**src/rtl/arm_core_defs.sv**
```systemverilog
`default_nettype none
// ============================================================================
//  Module      : arm_core_defs (package)
//  Description : Shared Thumb / Thumb-2 encoding constants and helpers for the
//                instruction-fetch front end.
//  Revision    : 1.0  initial release
// ============================================================================
package arm_core_defs;

  localparam int INST_W = 32;
  localparam int HW_W   = 16;

  // Leading five bits of a halfword that open a 32-bit Thumb-2 encoding
  localparam logic [4:0] THUMB32_PFX_A = 5'b11101;
  localparam logic [4:0] THUMB32_PFX_B = 5'b11110;
  localparam logic [4:0] THUMB32_PFX_C = 5'b11111;

  // High byte of the IT instruction (low nibble is the mask, non-zero)
  localparam logic [7:0] IT_OPC = 8'hbf;

  // True when the halfword is the first half of a 32-bit instruction
  function automatic logic is_thumb32(input logic [HW_W-1:0] hw);
    return (hw[15:11] == THUMB32_PFX_A) ||
           (hw[15:11] == THUMB32_PFX_B) ||
           (hw[15:11] == THUMB32_PFX_C);
  endfunction

  // True when the halfword is an IT instruction (mask == 0 is a hint, not IT)
  function automatic logic is_it_inst(input logic [HW_W-1:0] hw);
    return (hw[15:8] == IT_OPC) && (hw[3:0] != 4'h0);
  endfunction

endpackage
`default_nettype wire

```
**src/rtl/arm_hw_fifo.sv**
```systemverilog
`default_nettype none
// ============================================================================
//  Module      : arm_hw_fifo
//  Description : Halfword circular buffer with one write port and a dual-head
//                read (H0 = oldest, H1 = next). Pops one or two entries.
//  Revision    : 1.0  initial release
// ============================================================================
module arm_hw_fifo
  import arm_core_defs::*;
#(
  parameter int DEPTH = 4,
  parameter int PTR_W = 2
) (
  input  logic             clk,
  input  logic             rst,
  input  logic             i_flush,
  input  logic             i_push,
  input  logic [HW_W-1:0]  i_wr_data,
  input  logic             i_pop_one,
  input  logic             i_pop_two,
  output logic [HW_W-1:0]  o_h0,
  output logic [HW_W-1:0]  o_h1,
  output logic [PTR_W:0]   o_count
);

  logic [HW_W-1:0]  r_mem [DEPTH];
  logic [PTR_W-1:0] r_wr_ptr;
  logic [PTR_W-1:0] r_rd_ptr;
  logic [PTR_W:0]   r_count;

  logic             w_push;
  logic [PTR_W:0]   w_pop_n;
  logic [PTR_W-1:0] w_rd_ptr_p1;

  // A flush wins over a same-cycle write
  assign w_push      = i_push && !i_flush;
  assign w_pop_n     = i_pop_two ? (PTR_W+1)'(2) :
                       i_pop_one ? (PTR_W+1)'(1) : '0;
  // DEPTH is a power of two, so pointer arithmetic wraps for free
  assign w_rd_ptr_p1 = r_rd_ptr + PTR_W'(1);

  assign o_h0    = r_mem[r_rd_ptr];
  assign o_h1    = r_mem[w_rd_ptr_p1];
  assign o_count = r_count;

  // Storage array: data only, no reset needed
  always_ff @(posedge clk) begin
    if (w_push) begin
      r_mem[r_wr_ptr] <= i_wr_data;
    end
  end

  // Pointer and occupancy bookkeeping
  always_ff @(posedge clk or negedge rst) begin
    if (!rst) begin
      r_wr_ptr <= '0;
      r_rd_ptr <= '0;
      r_count  <= '0;
    end else if (i_flush) begin
      r_wr_ptr <= '0;
      r_rd_ptr <= '0;
      r_count  <= '0;
    end else begin
      if (w_push) begin
        r_wr_ptr <= r_wr_ptr + PTR_W'(1);
      end
      r_rd_ptr <= r_rd_ptr + PTR_W'(w_pop_n);
      r_count  <= r_count + (PTR_W+1)'(w_push) - w_pop_n;
    end
  end

endmodule
`default_nettype wire

```
**src/rtl/arm_if_align.sv**
```systemverilog
`default_nettype none
// ============================================================================
//  Module      : arm_if_align
//  Description : Fetch alignment stage. Buffers halfwords, classifies the head
//                as 16/32-bit Thumb and presents one whole, left-justified
//                instruction per cycle through a registered valid/stall port.
//  Revision    : 1.0  initial release
// ============================================================================
module arm_if_align
  import arm_core_defs::*;
#(
  parameter int DEPTH = 4,
  parameter int PTR_W = 2
) (
  input  logic              clk,
  input  logic              rst,
  input  logic [HW_W-1:0]   inst_hw,
  input  logic              hw_valid,
  output logic              hw_ready,
  input  logic              flush,
  input  logic              stall,
  output logic [INST_W-1:0] valid_inst,
  output logic              inst_valid,
  output logic              is_32bit
);

  logic [HW_W-1:0]   w_h0;
  logic [HW_W-1:0]   w_h1;
  logic [PTR_W:0]    w_count;
  logic              w_push;
  logic              w_head_32;
  logic              w_load;
  logic              w_emit16;
  logic              w_emit32;

  logic [INST_W-1:0] r_valid_inst;
  logic              r_inst_valid;
  logic              r_is_32bit;

  // Ready depends on the current count only; a same-cycle pop is not credited
  assign hw_ready  = (w_count < (PTR_W+1)'(DEPTH));
  assign w_push    = hw_valid && hw_ready && !flush;

  assign w_head_32 = is_thumb32(w_h0);
  assign w_load    = !r_inst_valid || !stall;
  // A 32-bit instruction is only released once both halves are buffered
  assign w_emit16  = w_load && !w_head_32 && (w_count != '0);
  assign w_emit32  = w_load &&  w_head_32 && (w_count >= (PTR_W+1)'(2));

  arm_hw_fifo #(
    .DEPTH (DEPTH),
    .PTR_W (PTR_W)
  ) u_fifo (
    .clk       (clk),
    .rst       (rst),
    .i_flush   (flush),
    .i_push    (w_push),
    .i_wr_data (inst_hw),
    .i_pop_one (w_emit16 && !flush),
    .i_pop_two (w_emit32 && !flush),
    .o_h0      (w_h0),
    .o_h1      (w_h1),
    .o_count   (w_count)
  );

  // Output pipeline register; data holds when nothing new is loaded
  always_ff @(posedge clk or negedge rst) begin
    if (!rst) begin
      r_valid_inst <= '0;
      r_inst_valid <= 1'b0;
      r_is_32bit   <= 1'b0;
    end else if (flush) begin
      r_inst_valid <= 1'b0;
    end else if (w_load) begin
      if (w_emit32) begin
        r_valid_inst <= {w_h0, w_h1};
        r_is_32bit   <= 1'b1;
        r_inst_valid <= 1'b1;
      end else if (w_emit16) begin
        r_valid_inst <= {w_h0, 16'h0000};
        r_is_32bit   <= 1'b0;
        r_inst_valid <= 1'b1;
      end else begin
        r_inst_valid <= 1'b0;
      end
    end
  end

  assign valid_inst = r_valid_inst;
  assign inst_valid = r_inst_valid;
  assign is_32bit   = r_is_32bit;

endmodule
`default_nettype wire
```
**config.mk**
```make
export PLATFORM = sky130hd
export DESIGN_NAME = arm_if_align
export DESIGN_NICKNAME = d
export VERILOG_FILES = /design/src/rtl/arm_core_defs.sv /design/src/rtl/arm_hw_fifo.sv /design/src/rtl/arm_if_align.sv
export SDC_FILE = /design/constraint.sdc
export NUM_CORES = 1
export LEC_CHECK = 0
export ABC_CLOCK_PERIOD_IN_PS = 3700
export BUFFER_PORTS_ARGS = -buffer_cell sky130_fd_sc_hd__buf_4
export CELL_PAD_IN_SITES_DETAIL_PLACEMENT = 1
export CELL_PAD_IN_SITES_GLOBAL_PLACEMENT = 1
export CORE_ASPECT_RATIO = 0.5
export CORE_MARGIN = 2
export CORE_UTILIZATION = 45
export DETAILED_ROUTE_END_ITERATION = 7
export GPL_TIMING_DRIVEN = 1
export MAX_ROUTING_LAYER = met4
export PLACE_DENSITY = 0.83
export SLEW_MARGIN = 15
export SYNTH_ARGS = -nofsm -noshare
export SYNTH_HDL_FRONTEND = slang
export SYNTH_SLANG_ARGS = --single-unit
```
**constraint.sdc**
```tcl
create_clock -name clk -period 3.7 [get_ports clk]
set_input_delay 0 -clock clk [delete_from_list [all_inputs] [get_ports clk]]
set_output_delay 0 -clock clk [all_outputs]
set_load 0.03 [all_outputs]
```
---- Word level (Yosys, flattened, before mapping) ----
Memories as Yosys holds them, arrays and structs flattened.
Index checks and enable logic that the tools add are counted.
word-level totals
  register bits ........................... 41
  bits in writable memories ............... 64
  bits of input ports ..................... 21
  output and inout port bits .............. 35
  memories ................................ 1
memory list
  memory        depth  bits a word  read ports  clocked after Yosys merged registers in  write ports  line               source
  u_fifo.r_mem  4      16           2           0                                        1            arm_hw_fifo.sv:26  logic [HW_W-1:0] r_mem [DEPTH];
operators by class
  add/subtract/negate cells ............... 5
  $lt $le $gt $ge ......................... 2
  equality and inequality tests ........... 3
  multiplexer cells ....................... 16
  bitwise operators ....................... 1
  reductions and logical operators ........ 21
operators by type and width
  operator             count
  $mux 32              2
  $eq 5x5->1 const B   3
  $logic_and 1x1->1    9
  $mux 1               9
  $mux 2               3
  $mux 3               2
  $reduce_bool 2->1    3
  $add 2x1->2 const B  2
  $logic_not 1->1      4
  $add 3x1->3          1
  $ge 3x2->1 const B   1
  $logic_or 1x1->1     3
  $lt 3x3->1 const B   1
  $reduce_and 3->1     1
  $reduce_bool 3->1    1
  $sub 3x3->3          1
  $add 2x2->2          1
  $not 1->1            1

---- Depth between registers and ports, before layout ----
Gate-level depths: netlist of run 1.
An unclocked memory read counts as a cell.
  depth in word-level cells ............... 12
  mapped depth ............................ 14

---- Cells and area by module ----
Synthesis of run 1 repeated with hierarchy kept, for this count alone.
unflattened totals
  cells, all modules ...................... 227
  area total of the unflattened synthesis .. 4588.2 um^2
modules (own cells, without submodules)
  module        times used  cells an instance  area each (um^2)
  arm_hw_fifo   1           143                3194.3
  arm_if_align  1           84                 1393.8

---- Worst setup path after synthesis of run 1 ----
OpenSTA, ideal clock, no wires.
  path kind ............................... register -> register
  start point ............................. register u_fifo.r_rd_ptr[0]
  end point ............................... register u_fifo.r_count[2] (netlist: u_fifo.o_count[2])
  library setup time ...................... 132 ps
  data arrival time ....................... 2760 ps
  slack ................................... 808 ps
  cell stages (with the launch flop) ...... 15
  buffers on the path ..................... 3
  period minus slack after synthesis ...... 2892 ps
  cells stage by stage .................... dfrtp_1 > buf_6 > buf_8 > mux4_2 > o21ai_1 > nor2_2 > buf_2 > nor2_1 > ha_1 > inv_1 > ha_1 > inv_1 > fa_1 > xnor2_1 > nor2_1
between the ends
  word-level cells in the longest chain between the ends .. 12
RTL lines
  what                             line                                      source
  start, declared                  arm_hw_fifo.sv:28                         logic [PTR_W-1:0] r_rd_ptr;
  start signal, assigned           arm_hw_fifo.sv:67                         r_rd_ptr <= r_rd_ptr + PTR_W'(w_pop_n);
  $mem_v2 4x16 *                   -
  $eq 5x5->1 (on tied branches)    arm_core_defs.sv:23, arm_core_defs.sv:24
  $logic_or 1x1->1                 arm_core_defs.sv:23                       return (hw[15:11] == THUMB32_PFX_A) ||
  $logic_or 1x1->1 *               arm_core_defs.sv:24                       (hw[15:11] == THUMB32_PFX_B) ||
  $logic_not 1->1                  arm_if_align.sv:47                        assign w_emit16 = w_load && !w_head_32 && (w_count != '0);
  $logic_and 1x1->1 (2 in series)  arm_if_align.sv:47
  $logic_and 1x1->1                arm_if_align.sv:59                        .i_pop_one (w_emit16 && !flush),
  $mux 1                           arm_hw_fifo.sv:38                         i_pop_one ? (PTR_W+1)'(1) : '0;
  $mux 3 *                         arm_hw_fifo.sv:37                         assign w_pop_n = i_pop_two ? (PTR_W+1)'(2) :
  $sub 3x3->3 *                    arm_hw_fifo.sv:68                         r_count <= r_count + (PTR_W+1)'(w_push) - w_pop_n;
  $mux 3 *                         arm_hw_fifo.sv:59                         end else if (i_flush) begin
  end signal, assigned             arm_hw_fifo.sv:68
  end, declared                    arm_hw_fifo.sv:29                         logic [PTR_W:0] r_count;
Every way passes the cells marked *; elsewhere a longest branch is shown, timed or not.
A chain may end at the register's enable or synchronous reset.

---- Final worst setup path of run 1 ----
Ends and elaborated chain as after synthesis.

==> results of run 1 <==
-- stage by stage --
stage | util | hold slack [ns] | instances
floorplan | - | -0.296 | 238
global placement | 0.524 | 0.00685 | 416
detailed placement | 0.524 | 0.0234 | 416
CTS | 0.575 | 0.0574 | 451
global route | 0.575 | 0.0765 | 451
finish | 0.575 | 0.0642 | 451
-- cells in the final DEF, fill, tap and decap left out, drive strengths merged --
cell type / Yosys / layout
a32o: 16 / 16
mux4: 32 / 32
clkbuf: 5 / 12
a31oi: 1 / 1
o21a: 1 / 1
clkinvlp: 0 / 3
a21oi: 2 / 2
inv: 7 / 7
o21ai: 3 / 3
edfxtp: 64 / 64
nand2: 5 / 5
o31ai: 1 / 1
bufinv: 0 / 1
nor2: 8 / 8
xor2: 2 / 2
a31o: 1 / 1
xnor2: 2 / 2
and2: 6 / 6
or4: 1 / 1
or2: 1 / 1
buf: 10 / 58
ha: 8 / 8
mux2: 16 / 16
dlygate4sd3: 0 / 19
nor2b: 2 / 2
mux2i: 1 / 1
fa: 1 / 1
dfrtp: 41 / 41
o22a: 1 / 1
-- Yosys cell counts --
cell	instances
xnor2_1	2
mux2_4	14
o21ai_1	1
nand2_1	5
buf_1	1
xor2_1	2
buf_2	5
inv_1	7
edfxtp_1	64
a32o_1	16
dfrtp_1	41
a21oi_1	2
mux2_2	2
buf_6	3
clkbuf_1	5
o21a_1	1
nor2b_1	2
nor2_1	7
buf_8	1
o21ai_0	2
fa_1	1
mux2i_1	1
a31oi_1	1
ha_1	8
nor2_2	1
and2_1	6
or2_2	1
mux4_2	32
o22a_1	1
or4_1	1
o31ai_1	1
a31o_4	1
-- state kept, by name, indices dropped and copies added (netlist names) --
register         cells
inst_valid           1
u_fifo.o_count       3
u_fifo.r_rd_ptr      2
is_32bit             1
valid_inst          32
u_fifo.r_mem        64
u_fifo.r_wr_ptr      2
-- tightest hold or removal path, stage by stage --
cell and delay (ns):
buf_4 0.08, nand2_1 0.10, xnor2_1 0.16, nor2_1 0.04
-- logic make-up after synthesis --
| logic type | count (synthesis) | share of synthesized area |
|---|---|---|
| AO/OA/AOI/OAI | 26 | 0.0513 |
| XOR/XNOR | 4 | 0.00772 |
| adder cells (fa/ha/maj) | 9 | 0.0265 |
| buffers and inverters | 22 | 0.0270 |
| flip-flops | 105 | 0.650 |
| multiplexers | 49 | 0.212 |
| AND/OR/NAND/NOR | 23 | 0.0254 |
-- layout make-up --
| type | count | area (um^2) |
|---|---|---|
| Fill cell | 897 | 4100 |
| Tap cell | 135 | 169 |
| Inverter | 7 | 26.3 |
| Clock buffer | 12 | 246 |
| Timing Repair Buffer | 77 | 626 |
| Sequential cell | 105 | 2950 |
| Multi-Input combinational cell | 111 | 1470 |
| Clock inverter | 4 | 52.6 |
-- power by group through the flow --
stage	Combinational [uW]	Sequential (uW)	Clock, uW
after detailed placement	1610	1660	0
after global placement	1540	1640	0
after global routing	1760	1670	1020
after CTS	1640	1640	967
final	1650	1640	961
after floorplan	906	1880	0
-- path summary, 6_finish.rpt --
path	endpoint	cells after the start
min reg2reg	valid_inst[7]$_DFFE_PN0P_	1
max reg2reg	u_fifo.o_count[2]$_DFF_PN0_	11
max	u_fifo.o_count[2]$_DFF_PN0_	11
min	u_fifo.r_wr_ptr[0]$_DFFE_PN0P_	4
max in group asynchronous	u_fifo.r_rd_ptr[1]$_DFF_PN0_	2
min in group asynchronous	valid_inst[24]$_DFFE_PN0P_	2
-- per-layer routing --
layer	vias to the layer above	share of wire	GRT usage
met1	1387	0.41	0.259
met5	-	0	-
li1	1102	-	-
met2	75	0.53	0.381
met4	0	0.018	0.0949
met3	14	0.043	0.0442
-- timing repair --
action / in CTS / in global routing
hold buffers: 19 / 0
resized for setup: 0 / 0
endpoints found under the hold margin: 113 / 0
==> impl_metrics.toml, run 1 <==
[run_status]
status = "finished, final reports clean"

[power_and_ir_drop]
ir_drop_mv = 0.294
total_power_uw = 4250
p_sw_uw = 1480
p_per_area_mw_per_mm2 = 768
sequentialPowerShare = 0.386
p_comb_frac = 0.388
p_int_uw = 2780
p_sw_frac = 0.347
clockPowerShare = 0.226
leakagePower_uw = 0.00214

[global_routing]
antenna_found_initial = 0
grt_start_max_net_pins = 42
overflow = 0
grt_pass1_vias = 2792
grt.total_usage = 0.219
grt_pass1_wl_um = 17000

[cts]
cts.path.max_buffers = 2
cts_tree = "built"
cts_setup_buffers = 0
clock-root-buffer = "clkbuf_16"
cts_made_buffers = 9
cts_num_sinks = 105
worstSkewPairLatency_ns = 0.35
htreeDepth = 3
path_clk_slew_ns = 0.07

[drt]
drt-initial-drc-count = 174
ant_nets = 0
firstDrtPassIters = 4
dr_total_vias = 2578
wire_per_inst_um = 23.8
wl_um = 10700
drc = 0
viasPerCell = 5.72

[floorplanning]
die_y_um = 75
coreArea_mm2 = 0.00963
pin_count = 56
start_util = 0.471
fp.dieW_um = 146
rows = 25
die-area_mm2 = 0.0110

[timing]
finalHoldViolCount = 0
fmax_mhz = 294
rsz0062_at_grt = "no"
fin_crit_sh = 0.918
timing.slew.headroom = 0.325
setup-tns-final_ns = 0
worst_pin_slew_ns = 1.01
setup_slack_ns = 0.303
drv_slew = 0
finalSetupViolCount = 0
finalCriticalPeriod_ns = 3.40
finClkSkew_ns = 0.00628

[synth]
netlist_top_cells_area = "edfxtp_1 42%, dfrtp_1 23%, mux4_2 16%"
yosysWarnings = 0
synth-seq-cells = 105
synth_cell_type_count = 32
syn_area_mm2 = 0.00454
yosysTopAreaCell = "edfxtp_1"
synth_cells = 238
ys_seq_area_frac = 0.650
synth_top_cell_area_share = 0.424
avgSynthCellArea_um2 = 19.1
synthesis.nets = 268

[worst_setup_path]
cp_top_family = "simple AND/OR/NAND/NOR gates"
max_stage_delay_ns = 0.75
startpoint = "u_fifo.r_rd_ptr[0]$_DFF_PN0_"
critical_path_class = "flop to flop"
reg2reg_from = "u_fifo.r_rd_ptr[0]$_DFF_PN0_"
start_kind = "flop"
worstPathMaxFanout = 19
setup.worst_path.end_class = "flop"
cp.required_ns = 3.93
worst_ep_arrival_time_ns = 3.63
r2r_slack_ns = 0.30
cp_num_buf_inv = 2
slowest_stage = "nor2_2"
crit_chain = "mux4_2 > o21ai_1 > nor2_2 > nor2_1 > ha_1 > inv_1 > ha_1 > inv_1 > fa_1 > xnor2_1 > nor2_1"

[cells_and_area]
final_net_count = 341
area_delta_synth_final_pct = 22.0
drive_above_1_share = 0.392
finalInstanceArea_mm2 = 0.00554
antenna_cells = 0

[placed_design]
dp_slack_ns = 0.326
place_congestion = 0.754
hpwl_um = 6500
numPortBuffers = 55
dpl_cell_area_mm2 = 0.00505

[hold_path]
hold_class = "primary input to flop"
hp-start = "hw_valid"

[flow_run]
cap_viol_max_count = 0
(Power assumes the default switching activity.)
==> run 2: changes to the inputs <==
--- a/config.mk
+++ b/config.mk
@@ -16,6 +16,8 @@
 export GPL_TIMING_DRIVEN = 1
 export MAX_ROUTING_LAYER = met4
 export PLACE_DENSITY = 0.83
+export RECOVER_POWER = 100
+export REMOVE_ABC_BUFFERS = 1
 export SLEW_MARGIN = 15
 export SYNTH_ARGS = -nofsm -noshare
 export SYNTH_HDL_FRONTEND = slang
==> run 2 against run 1 <==
  * The flow now finishes with violations (capacitance limit, slew limit)
  * Combinational power decreased by 18%
  * Total power decreased by 6.7%
  * First-iteration DRC count is 13% lower
  * Fmax grew 0.89%
  * Flip-flop and latch count did not move
  * Sequential share of layout area grew 2.4 points
  * Worst hold slack gained 0.017 ns
  * Critical endpoint unchanged
==> impl_metrics.toml, run 2 (synthesis results as in run 1) <==
[power_and_ir_drop]
total_power_uw = 3970
leakagePower_uw = 0.00189
p_per_area_mw_per_mm2 = 749
ir_drop_mv = 0.253

[drt]
ant_nets = 0
wire_per_inst_um = 21.6
wl_um = 9780
drc = 0
dr_total_vias = 2506
drt-initial-drc-count = 151
firstDrtPassIters = 4
viasPerCell = 5.54

[floorplanning]
fp.dieW_um = 146
rows = 25
start_util = 0.471
die_y_um = 75
die-area_mm2 = 0.0110
pin_count = 56
coreArea_mm2 = 0.00963

[cells_and_area]
final_common_cell = "edfxtp_1"
final_cell_mix = "64 x edfxtp_1, 53 x clkbuf_1, 40 x dfrtp_1"
area_delta_synth_final_pct = 16.9
drive_above_1_share = 0.183
antenna_cells = 0
final_net_count = 342
fillers = 937
largest_reg_flops = 64
top_register = "u_fifo.r_mem"

[run_status]
violations = "capacitance limit, slew limit"
status = "finished with violations"

[cts]
cts_tree = "built"
cts_num_sinks = 105
clock-root-buffer = "clkbuf_16"
htreeDepth = 3
path_clk_slew_ns = 0.07
cts.repair.resized = 0
cts.path.max_buffers = 2
cts_made_buffers = 9
worstSkewPairLatency_ns = 0.34

[timing]
timing.slew.headroom = -0.515
setup-tns-final_ns = 0
finalCriticalPeriod_ns = 3.37
setup_slack_ns = 0.333
finalSetupViolCount = 0
whs_ns = 0.0808
fin_crit_sh = 0.910
rsz0062_at_grt = "no"
worst_pin_slew_ns = 2.27
finalHoldViolCount = 0
drv_slew = 42
fmax_mhz = 297
finClkSkew_ns = 0.00928

[worst_setup_path]
worst_ep_arrival_time_ns = 3.60
reg2reg_from = "u_fifo.r_rd_ptr[0]$_DFF_PN0_"
startpoint = "u_fifo.r_rd_ptr[0]$_DFF_PN0_"
cp.required_ns = 3.93
r2r_slack_ns = 0.33
worstPathMaxFanout = 19
start_kind = "flop"
setup.worst_path.end_class = "flop"
critical_path_class = "flop to flop"

[placed_design]
place_congestion = 0.744
numPortBuffers = 55
dp_slack_ns = 0.331
hpwl_um = 6460

[hold_path]
hp-start = "hw_valid"
hold_class = "primary input to flop"

[global_routing]
met2_usage = 0.356
use_met3 = 0.0442
antenna_found_initial = 0
use_met1 = 0.225
grt-busiest-layer = "met2"
grt_start_max_net_pins = 42
overflow = 0
grt.total_usage = 0.197
grt_pass1_wl_um = 15400
grt_pass1_vias = 2814

[flow_run]
cap_viol_max_count = 1
[run 2: changes by cell type in the layout (fill, tap and decap cells not counted), sizes merged]
cell and change:
inv +1, clkinvlp -3, buf -51, clkinv +3, clkbuf +51
[run 2: power breakdown]
group	leakage (uW)	internal [uW]	switching, uW
clock network	0.000153	569	409
registers	0.00111	1470	168
logic	0.000629	531	829
total	0.00189	2560	1410
[run 2: per-layer routing]
layer	part of all wire	routed length, um	vias to the layer above
li1	-	-	1099
met1	0.40	3930	1342
met2	0.55	5340	57
met3	0.042	413	8
met4	0.0097	95	0
met5	0	0	-
[run 2: what timing repair did]
| item | in CTS | in global routing |
|---|---|---|
| hold endpoints to repair | 113 | 0 |
| setup buffers | 0 | 0 |
| hold buffers | 19 | 0 |
[run 2: final cells by class]
class / count / area, um^2 / area share
flip-flops and latches: 105 / 2950 / 0.556
multi-input cells: 111 / 1410 / 0.265
inverters: 7 / 26.3 / 0.00496
repair buffers: 78 / 438 / 0.0826
well taps: 135 / 169 / 0.0319
clock buffers: 11 / 254 / 0.0479
clock inverters: 5 / 60.1 / 0.0113
[run 2: final timing paths]
kind | endpoint | cells past startpoint
max | u_fifo.o_count[2]$_DFF_PN0_ | 11
min | u_fifo.r_wr_ptr[0]$_DFFE_PN0P_ | 4
max reg2reg | u_fifo.o_count[2]$_DFF_PN0_ | 11
min reg2reg | valid_inst[13]$_DFFE_PN0P_ | 1
max in group asynchronous | u_fifo.r_rd_ptr[1]$_DFF_PN0_ | 2
min in group asynchronous | valid_inst[22]$_DFFE_PN0P_ | 2
[run 2: worst max-delay path, stage by stage, from the launching register on]
cell,delay [ns]
dfrtp_1,0.55
mux4_2,0.45
o21ai_1,0.15
nor2_2,0.73
nor2_1,0.20
ha_1,0.33
inv_1,0.07
ha_1,0.14
inv_1,0.05
fa_1,0.37
xnor2_1,0.16
nor2_1,0.05
[run 2: through the flow]
step | cells | utilization | cell area [um^2]
global placement | 417 | 0.525 | 5050
floorplan | 223 | - | 4440
CTS | 452 | 0.577 | 5560
finish | 452 | 0.550 | 5300
global route | 452 | 0.550 | 5300
detailed placement | 417 | 0.525 | 5050
